`src/rtl/coco_ram_arbiter.sv`:
```
// rtl/coco_ram_arbiter.sv - single-port RAM arbiter for CPU, VDG fetch and ioctl loader
module coco_ram_arbiter #(
    parameter int                ADDR_W  = 16,
    parameter int                DATA_W  = 8,
    parameter int                RAM_LAT = 1,
    parameter bit                WP_EN   = 1'b1,
    parameter logic [ADDR_W-1:0] WP_BASE = ADDR_W'(16'h8000)
) (
    input  logic              i_clk,
    input  logic              i_reset,
    input  logic              i_cpu_req,
    input  logic              i_cpu_we,
    input  logic [ADDR_W-1:0] i_cpu_addr,
    input  logic [DATA_W-1:0] i_cpu_wdata,
    output logic              o_cpu_ack,
    output logic [DATA_W-1:0] o_cpu_rdata,
    input  logic              i_vid_req,
    input  logic [ADDR_W-1:0] i_vid_addr,
    output logic              o_vid_ack,
    output logic [DATA_W-1:0] o_vid_rdata,
    input  logic              i_ld_req,
    input  logic [ADDR_W-1:0] i_ld_addr,
    input  logic [DATA_W-1:0] i_ld_wdata,
    output logic              o_ld_ack,
    output logic              o_ram_en,
    output logic              o_ram_we,
    output logic [ADDR_W-1:0] o_ram_addr,
    output logic [DATA_W-1:0] o_ram_wdata,
    input  logic [DATA_W-1:0] i_ram_rdata,
    output logic              o_busy
);

    typedef enum logic [1:0] {S_IDLE, S_ACCESS, S_WAIT, S_DONE} state_t;
    typedef enum logic [1:0] {G_CPU, G_VID, G_LD} gnt_t;

    localparam logic [1:0] LAST_WAIT = (RAM_LAT > 1) ? 2'(RAM_LAT - 2) : 2'd0;

    state_t              r_state;
    gnt_t                r_gnt;
    logic                r_is_rd;
    logic                r_last_vid;
    logic [1:0]          r_cnt;
    logic                r_busy;
    logic                r_cpu_ack;
    logic                r_vid_ack;
    logic                r_ld_ack;
    logic [DATA_W-1:0]   r_cpu_rdata;
    logic [DATA_W-1:0]   r_vid_rdata;
    logic                r_ram_en;
    logic                r_ram_we;
    logic [ADDR_W-1:0]   r_ram_addr;
    logic [DATA_W-1:0]   r_ram_wdata;

    logic w_pick_ld;
    logic w_pick_vid;
    logic w_pick_cpu;
    logic w_cpu_wp;
    logic w_enter_done;

    // Loader always wins; VID/CPU tie goes to whichever was not granted last.
    assign w_pick_ld  = i_ld_req;
    assign w_pick_vid = !i_ld_req && i_vid_req && (!i_cpu_req || !r_last_vid);
    assign w_pick_cpu = !i_ld_req && i_cpu_req && (!i_vid_req || r_last_vid);
    assign w_cpu_wp   = WP_EN && (i_cpu_addr >= WP_BASE);

    assign w_enter_done = (r_state == S_ACCESS && (!r_is_rd || RAM_LAT == 1)) ||
                          (r_state == S_WAIT && r_cnt == LAST_WAIT);

    always_ff @(posedge i_clk or posedge i_reset) begin
        if (i_reset) begin
            r_state     <= S_IDLE;
            r_gnt       <= G_CPU;
            r_is_rd     <= 1'b0;
            r_last_vid  <= 1'b0;
            r_cnt       <= 2'd0;
            r_busy      <= 1'b0;
            r_cpu_ack   <= 1'b0;
            r_vid_ack   <= 1'b0;
            r_ld_ack    <= 1'b0;
            r_cpu_rdata <= '0;
            r_vid_rdata <= '0;
            r_ram_en    <= 1'b0;
            r_ram_we    <= 1'b0;
            r_ram_addr  <= '0;
            r_ram_wdata <= '0;
        end else begin
            r_cpu_ack <= 1'b0;
            r_vid_ack <= 1'b0;
            r_ld_ack  <= 1'b0;
            case (r_state)
                S_IDLE: begin
                    if (w_pick_ld || w_pick_vid || w_pick_cpu) begin
                        r_state  <= S_ACCESS;
                        r_busy   <= 1'b1;
                        r_ram_en <= 1'b1;
                        if (w_pick_ld) begin
                            r_gnt       <= G_LD;
                            r_is_rd     <= 1'b0;
                            r_ram_we    <= 1'b1;
                            r_ram_addr  <= i_ld_addr;
                            r_ram_wdata <= i_ld_wdata;
                        end else if (w_pick_vid) begin
                            r_gnt       <= G_VID;
                            r_is_rd     <= 1'b1;
                            r_ram_we    <= 1'b0;
                            r_ram_addr  <= i_vid_addr;
                            r_ram_wdata <= '0;
                            r_last_vid  <= 1'b1;
                        end else begin
                            // Protected CPU writes still run the full cycle, just without the strobe.
                            r_gnt       <= G_CPU;
                            r_is_rd     <= !i_cpu_we;
                            r_ram_we    <= i_cpu_we && !w_cpu_wp;
                            r_ram_addr  <= i_cpu_addr;
                            r_ram_wdata <= i_cpu_wdata;
                            r_last_vid  <= 1'b0;
                        end
                    end
                end
                S_ACCESS: begin
                    r_ram_en <= 1'b0;
                    r_ram_we <= 1'b0;
                    r_cnt    <= 2'd0;
                    r_state  <= w_enter_done ? S_DONE : S_WAIT;
                end
                S_WAIT: begin
                    r_cnt <= r_cnt + 2'd1;
                    if (w_enter_done) begin
                        r_state <= S_DONE;
                    end
                end
                S_DONE: begin
                    r_state <= S_IDLE;
                    r_busy  <= 1'b0;
                end
                default: begin
                    r_state <= S_IDLE;
                    r_busy  <= 1'b0;
                end
            endcase

            // Ack and read data are launched on the same edge so rdata is valid in the ack cycle.
            if (w_enter_done) begin
                r_cpu_ack <= (r_gnt == G_CPU);
                r_vid_ack <= (r_gnt == G_VID);
                r_ld_ack  <= (r_gnt == G_LD);
                if (r_is_rd && r_gnt == G_CPU) begin
                    r_cpu_rdata <= i_ram_rdata;
                end
                if (r_is_rd && r_gnt == G_VID) begin
                    r_vid_rdata <= i_ram_rdata;
                end
            end
        end
    end

    assign o_cpu_ack   = r_cpu_ack;
    assign o_cpu_rdata = r_cpu_rdata;
    assign o_vid_ack   = r_vid_ack;
    assign o_vid_rdata = r_vid_rdata;
    assign o_ld_ack    = r_ld_ack;
    assign o_ram_en    = r_ram_en;
    assign o_ram_we    = r_ram_we;
    assign o_ram_addr  = r_ram_addr;
    assign o_ram_wdata = r_ram_wdata;
    assign o_busy      = r_busy;

endmodule

```
`config.mk`:
```
export PLATFORM = sky130hd
export DESIGN_NAME = coco_ram_arbiter
export DESIGN_NICKNAME = d
export VERILOG_FILES = /design/src/rtl/coco_ram_arbiter.sv
export SDC_FILE = /design/constraint.sdc
export NUM_CORES = 1
export LEC_CHECK = 0
export ABC_AREA = 1
export ABC_CLOCK_PERIOD_IN_PS = 2220
export CAP_MARGIN = 20
export CORE_MARGIN = 4
export CORE_UTILIZATION = 43
export DETAILED_ROUTE_END_ITERATION = 10
export PLACE_DENSITY = 0.81
export SLEW_MARGIN = 20
export SYNTH_ARGS = -nofsm -noshare
export SYNTH_HDL_FRONTEND = slang
export SYNTH_SLANG_ARGS = --single-unit
```
`constraint.sdc`:
```
create_clock -name i_clk -period 2.22 [get_ports i_clk]
set_clock_uncertainty 0.2 [all_clocks]
set_input_delay 0.222 -clock i_clk [delete_from_list [all_inputs] [get_ports i_clk]]
set_output_delay 0.222 -clock i_clk [all_outputs]
set_load 0.01 [all_outputs]
```
# ---- After elaboration in Yosys (flattened, before gate mapping)
# Index checks and enable logic that the tools add are counted.
dict set report totals {
  ff_bits 54
  latchBits 0
  ramBits 0
  rom_bits 0
  output_inout_bits 46
  memories 0
}
dict set report classes {
  n_addsub 1
  multipliers 0
  div 0
  magnitude_cmp 1
  n_eq_ne 7
  shift 0
  n_mux 24
  bitwise_logic 1
  n_reduce_logical 32
}
# op n
set ops {}
lappend ops {{16-bit 2-to-1 mux} 2}
lappend ops {{16-bit >= comparator, second input constant} 1}
lappend ops {{8-bit 2-to-1 mux} 2}
lappend ops {{1-bit 2-to-1 mux} 12}
lappend ops {{2-bit AND reduction} 6}
lappend ops {{1-bit logical AND} 8}
lappend ops {{2-bit one-hot mux with 4 select lines} 1}
lappend ops {{2-bit == test, second input constant} 3}
lappend ops {{1-bit zero test} 6}
lappend ops {{2-bit zero test} 3}
lappend ops {{2-bit 2-to-1 mux} 3}
lappend ops {{1-bit one-hot mux with 2 select lines} 3}
lappend ops {{2-bit nonzero test} 3}
lappend ops {{1-bit logical OR} 5}
lappend ops {{2-bit by 1-bit == test with 1-bit output, second input constant} 2}
lappend ops {{2-bit != test, second input constant} 2}
lappend ops {{2-bit one-hot mux with 2 select lines} 1}
lappend ops {{3-bit AND reduction} 1}
lappend ops {{2-bit by 1-bit adder with 2-bit output, second input constant} 1}
lappend ops {{1-bit NOT} 1}

# ---- Logic depth before layout (Yosys ltp)
# Gate-level depths: netlist of run 1.
dict set report logic_depth {
  depth_word 7
  mapped_depth 9
}

# ---- Worst setup path after synthesis of run 1
# Ideal clock, no wire load.
dict set report synth_path {
  kind {register to register}
  startpoint {register r_state[0]}
  endpoint {register r_cpu_rdata[0] (netlist: o_cpu_rdata[0])}
  arrival_time_ps 1271
  t_required_ps 1894
  slack_ps 623
  stages_incl_launch_ff 9
  n_path_buf 1
  period_less_slack_ps 1597
  cell_sequence {dfrtp_1 inv_1 ha_1 nand2_1 nand2_1 nand3_1 buf_2 nand2_1 o21ai_0}
}
dict set report synth_between {
  elab_chain_cells 4
  word_cells_on_any_way 5
}
# element line
set synth_rtl {}
lappend synth_rtl {{from (decl)} 38} ;# state_t r_state;
lappend synth_rtl {{from (signal assigned)} 124} ;# r_state <= w_enter_done ? S_DONE : S_WAIT;
lappend synth_rtl {{2-bit == test} 67} ;# (r_state == S_WAIT && r_cnt == LAST_WAIT);
lappend synth_rtl {{1-bit logical AND} 67}
lappend synth_rtl {{1-bit logical OR *} 66} ;# assign w_enter_done = (r_state == S_ACCESS && (!r_is_rd || RAM_LAT == 1)) ||
lappend synth_rtl {{2-bit AND reduction (no source line) *} --}
lappend synth_rtl {{to (signal assigned)} 148} ;# r_cpu_rdata <= i_ram_rdata;
lappend synth_rtl {{to (decl)} 47} ;# logic [DATA_W-1:0] r_cpu_rdata;
# Every way passes the cells marked *; elsewhere a longest branch is shown, timed or not.
# A chain may end at the register's enable or synchronous reset.

# ---- Worst setup path in the final report of run 1
dict set report layout_path {
  startpoint {register r_state[0]}
  endpoint {register r_cpu_rdata[1] (netlist: o_cpu_rdata[1])}
}
# The elaborated chain is that of the path after synthesis.

==> implementation parameters, run 1 <==
Parameter                              Value

Logic synthesis
  Sequential cell area fraction in the yosys report    between 40% and 50%
  Synth area leader    sky130_fd_sc_hd__dfrtp_1
  Synth Instances    between 300 and 400
  Area share of the largest cell type after synthesis    46.5%
  Post-synthesis area per instance    ~7.4 um2
  Post-Syn Nets    477
  Distinct cell type count of the synthesized netlist    24
  Share of synthesized area spent on multiplexers    0%
  Yosys synthesis warning count    0
  Dominant combinational cell family by area after synthesis    simple AND/OR/NAND/NOR gates
  Leading post-synthesis cells by cell area    sky130_fd_sc_hd__dfrtp_1 (47%), sky130_fd_sc_hd__nand2_1 (16%), sky130_fd_sc_hd__inv_1 (9.4%), sky130_fd_sc_hd__nand3_1 (7.9%), sky130_fd_sc_hd__nor2_1 (4.5%)
  Simple-gate share of the synthesized area    ~32%
  Synthesized-area fraction occupied by xor and xnor cells    0%
  Post-synthesis cell area    around 0.0029 mm2
  Flip-flop and latch count after synthesis    54
  Compound-Gate Fraction of Synth Area    5.30%
  Arithmetic-cell share of the synthesized area counting full adders, half adders and majority gates    under 10%

Placed design
  Cell count after placement    ~590
  Count of input and output buffers    123
  Weighted congestion reported at the end of routability-driven placement    0.867
  HPWL after detailed placement    5700 um

Floorplan
  Placeable core region    between 0.006 and 0.007 mm2
  Overall die width    90.2 um
  Top Ports    124
  Vertical die dimension    between 90 and 100 um
  Initial standard-cell utilization of the core    45.0%
  Die Area    0.00813 mm2
  Site row count    29

Timing
  Final Cycle Share    between 80% and 90%
  Hold violation count in the final report    0
  Unrepaired setup endpoints after global routing    no
  Worst-Margin Slew    around 0.50 ns
  Fmax    roughly 520 MHz
  Final count of negative-setup-slack endpoints    0
  Shortest clock period the worst path allows after layout    between 1.5 and 2 ns
  Slew Limit Headroom    66.4%
  Fin Setup TNS    0 ns
  Count of pins over their slew limit    0

Clocking
  CTS max path bufs    2
  Sinks on Clock Net    54
  Htree depth    2
  Hold-fix buffers, CTS    0
  Post_cts resized    0
  Total CTS buffers    5
  TritonCTS clock tree    done
  CTS Root Buffer Type    sky130_fd_sc_hd__clkbuf_8
  Number of setup buffers added after CTS    0
  Skew-Pair Late Insertion Delay    around 0.31 ns
  Clock transition time at the flip-flop clock pins of the worst setup and hold paths    0.10 ns

Setup path
  Worst path required time    ~2.2 ns
  Largest fanout on the critical path    16
  Endpoint kind of the worst setup timing path    flop
  Depth of the worst register-to-register path    6
  Kind of start point of the critical path    flop
  Data arrival time of the critical path    1.95 ns
  Critical Setup Path Class    reg2reg

Global route
  Initial antenna violation count    0
  Pin count of the biggest net entering global routing    55
  Via count of the first global-routing pass    2,666
  First-pass GRT wire length    approximately 13,000 um
  Total GRT Usage    a little under a fifth
  GRT Residual Overflow    0

Routing
  Met3 wire len    approximately 660 um
  Detail Route met2 WL    roughly 3400 um
  Aggregate routed wire length    roughly 7500 um
  Post-DR wirelength/cell    12.7 um
  Vias    ~2,900
  Top Metal Used    met4
  Pre-Repair DR Iteration Count    4
  Count of antenna-violating nets left after detailed routing    0
  Post-detailed-route via-to-cell ratio    approximately 4.8
  Detailed router's first-iteration violation count    71
  Routed length on met1    about 3400 um
  Drt drc    0

Finish
  Commonest cells after routing, fill and taps aside    sky130_fd_sc_hd__nand2_1 (123), sky130_fd_sc_hd__clkdlybuf4s50_1 (123), sky130_fd_sc_hd__inv_1 (72), sky130_fd_sc_hd__dfrtp_1 (54), sky130_fd_sc_hd__nand3_1 (46)
  Layout cells sized above 1    slightly below 5%
  Post-layout util    roughly 66%
  Area added between synthesis and finish    47.2%
  Non-Filler Instances    around 600
  Diode insertion count for antenna repair    0
  Fin nets    ~600

Hold path
  Hold/Removal Path Class    in2async

Power and ir drop
  Static Leak    roughly 2.2 nW
  Total chip power    4.55 mW
  Power density over cell area    ~1100 mW/mm2
  IR drop worst, VDD    ~520 uV

Status
  Run status    finished, final reports clean

Run
  Max-Cap Viols    0
[cell type report]
class	count	area, um2
timing repair buffer	127	1270
multi-input combinational	252	1170
fill	573	2180
clock buffer	5	68.8
clock inverter	3	28.8
sequential	54	1350
tap	77	96.3
inverter	75	284
[synthesized netlist by cell type, drive strengths merged]
cell	count
dfrtp	54
clkbuf	1
nor2	38
inv	75
o21ai	13
ha	6
nand3	47
buf	11
nor3	3
a21oi	17
nand2	127
nand3b	1
[path summary, 6_finish.rpt]
path,from,end,slack (ns)
min in group i_clk,o_vid_rdata[4],o_vid_rdata[4],0.28
max in group asynchronous,i_reset,o_ram_wdata[1],1.51
worst max-delay path,r_state[0],o_cpu_rdata[1],0.29
worst min-delay path,i_reset,o_ram_addr[6],0.08
worst min register to register,o_vid_rdata[4],o_vid_rdata[4],0.28
worst max register to register,r_state[0],o_cpu_rdata[1],0.29
[routing by layer]
| layer | global-route usage, % | up-vias |
|---|---|---|
| met4 | 4.85 | 0 |
| met5 | 0 | - |
| met2 | 29.3 | 119 |
| met3 | 5.09 | 9 |
| li1 | - | 1431 |
| met1 | 25.4 | 1315 |
[power by group]
part / internal (mW) / total, mW / switching [mW]
logic: 1.15 / 2.26 / 1.11
registers: 1.43 / 1.70 / 0.267
clock network: 0.237 / 0.590 / 0.354
total: 2.82 / 4.55 / 1.73
[cell families (layout without fill, tap and decap cells)]
logic type      after synthesis  count (layout)
fa+ha+maj                     6               6
buf+inv                      87             210
flops                        54              54
simple gates                216             216
compound gates               30              30
[flip-flops by register name (all words and copies together), names as in the netlist]
register,count
r_last_vid,1
o_busy,1
o_ld_ack,1
o_ram_wdata,8
o_vid_ack,1
o_ram_en,1
o_cpu_rdata,8
r_state,2
o_cpu_ack,1
o_ram_addr,16
r_gnt,2
r_is_rd,1
r_cnt,2
o_vid_rdata,8
o_ram_we,1
[worst max-delay path, cell delays in order, from the launching register on]
cell and delay, ns:
sky130_fd_sc_hd__dfrtp_1 0.44, sky130_fd_sc_hd__inv_1 0.10, sky130_fd_sc_hd__ha_1 0.21, sky130_fd_sc_hd__nand2_1 0.07, sky130_fd_sc_hd__nand2_1 0.10, sky130_fd_sc_hd__nand3_1 0.38
sky130_fd_sc_hd__o21ai_0 0.34
[through the flow]
| stage | hold slack [ns] | area (um2) | worst slack [ns] |
|---|---|---|---|
| after global placement | 0.256 | 4180 | 0.321 |
| after CTS | 0.0758 | 4270 | 0.320 |
| after detailed placement | 0.258 | 4180 | 0.271 |
| after global routing | 0.0910 | 4270 | 0.0742 |
| final | 0.0757 | 4270 | 0.292 |
| after floorplan | 0.165 | 2900 | 0.483 |
No activity file was read; power rests on OpenSTA's default activity.
==> run 2, diff against run 1 <==
- HOLD_SLACK_MARGIN: not set -> 0.03
==> results of run 2 <==
Same layout as run 1: the final DEF is identical, and so are final timing and power.
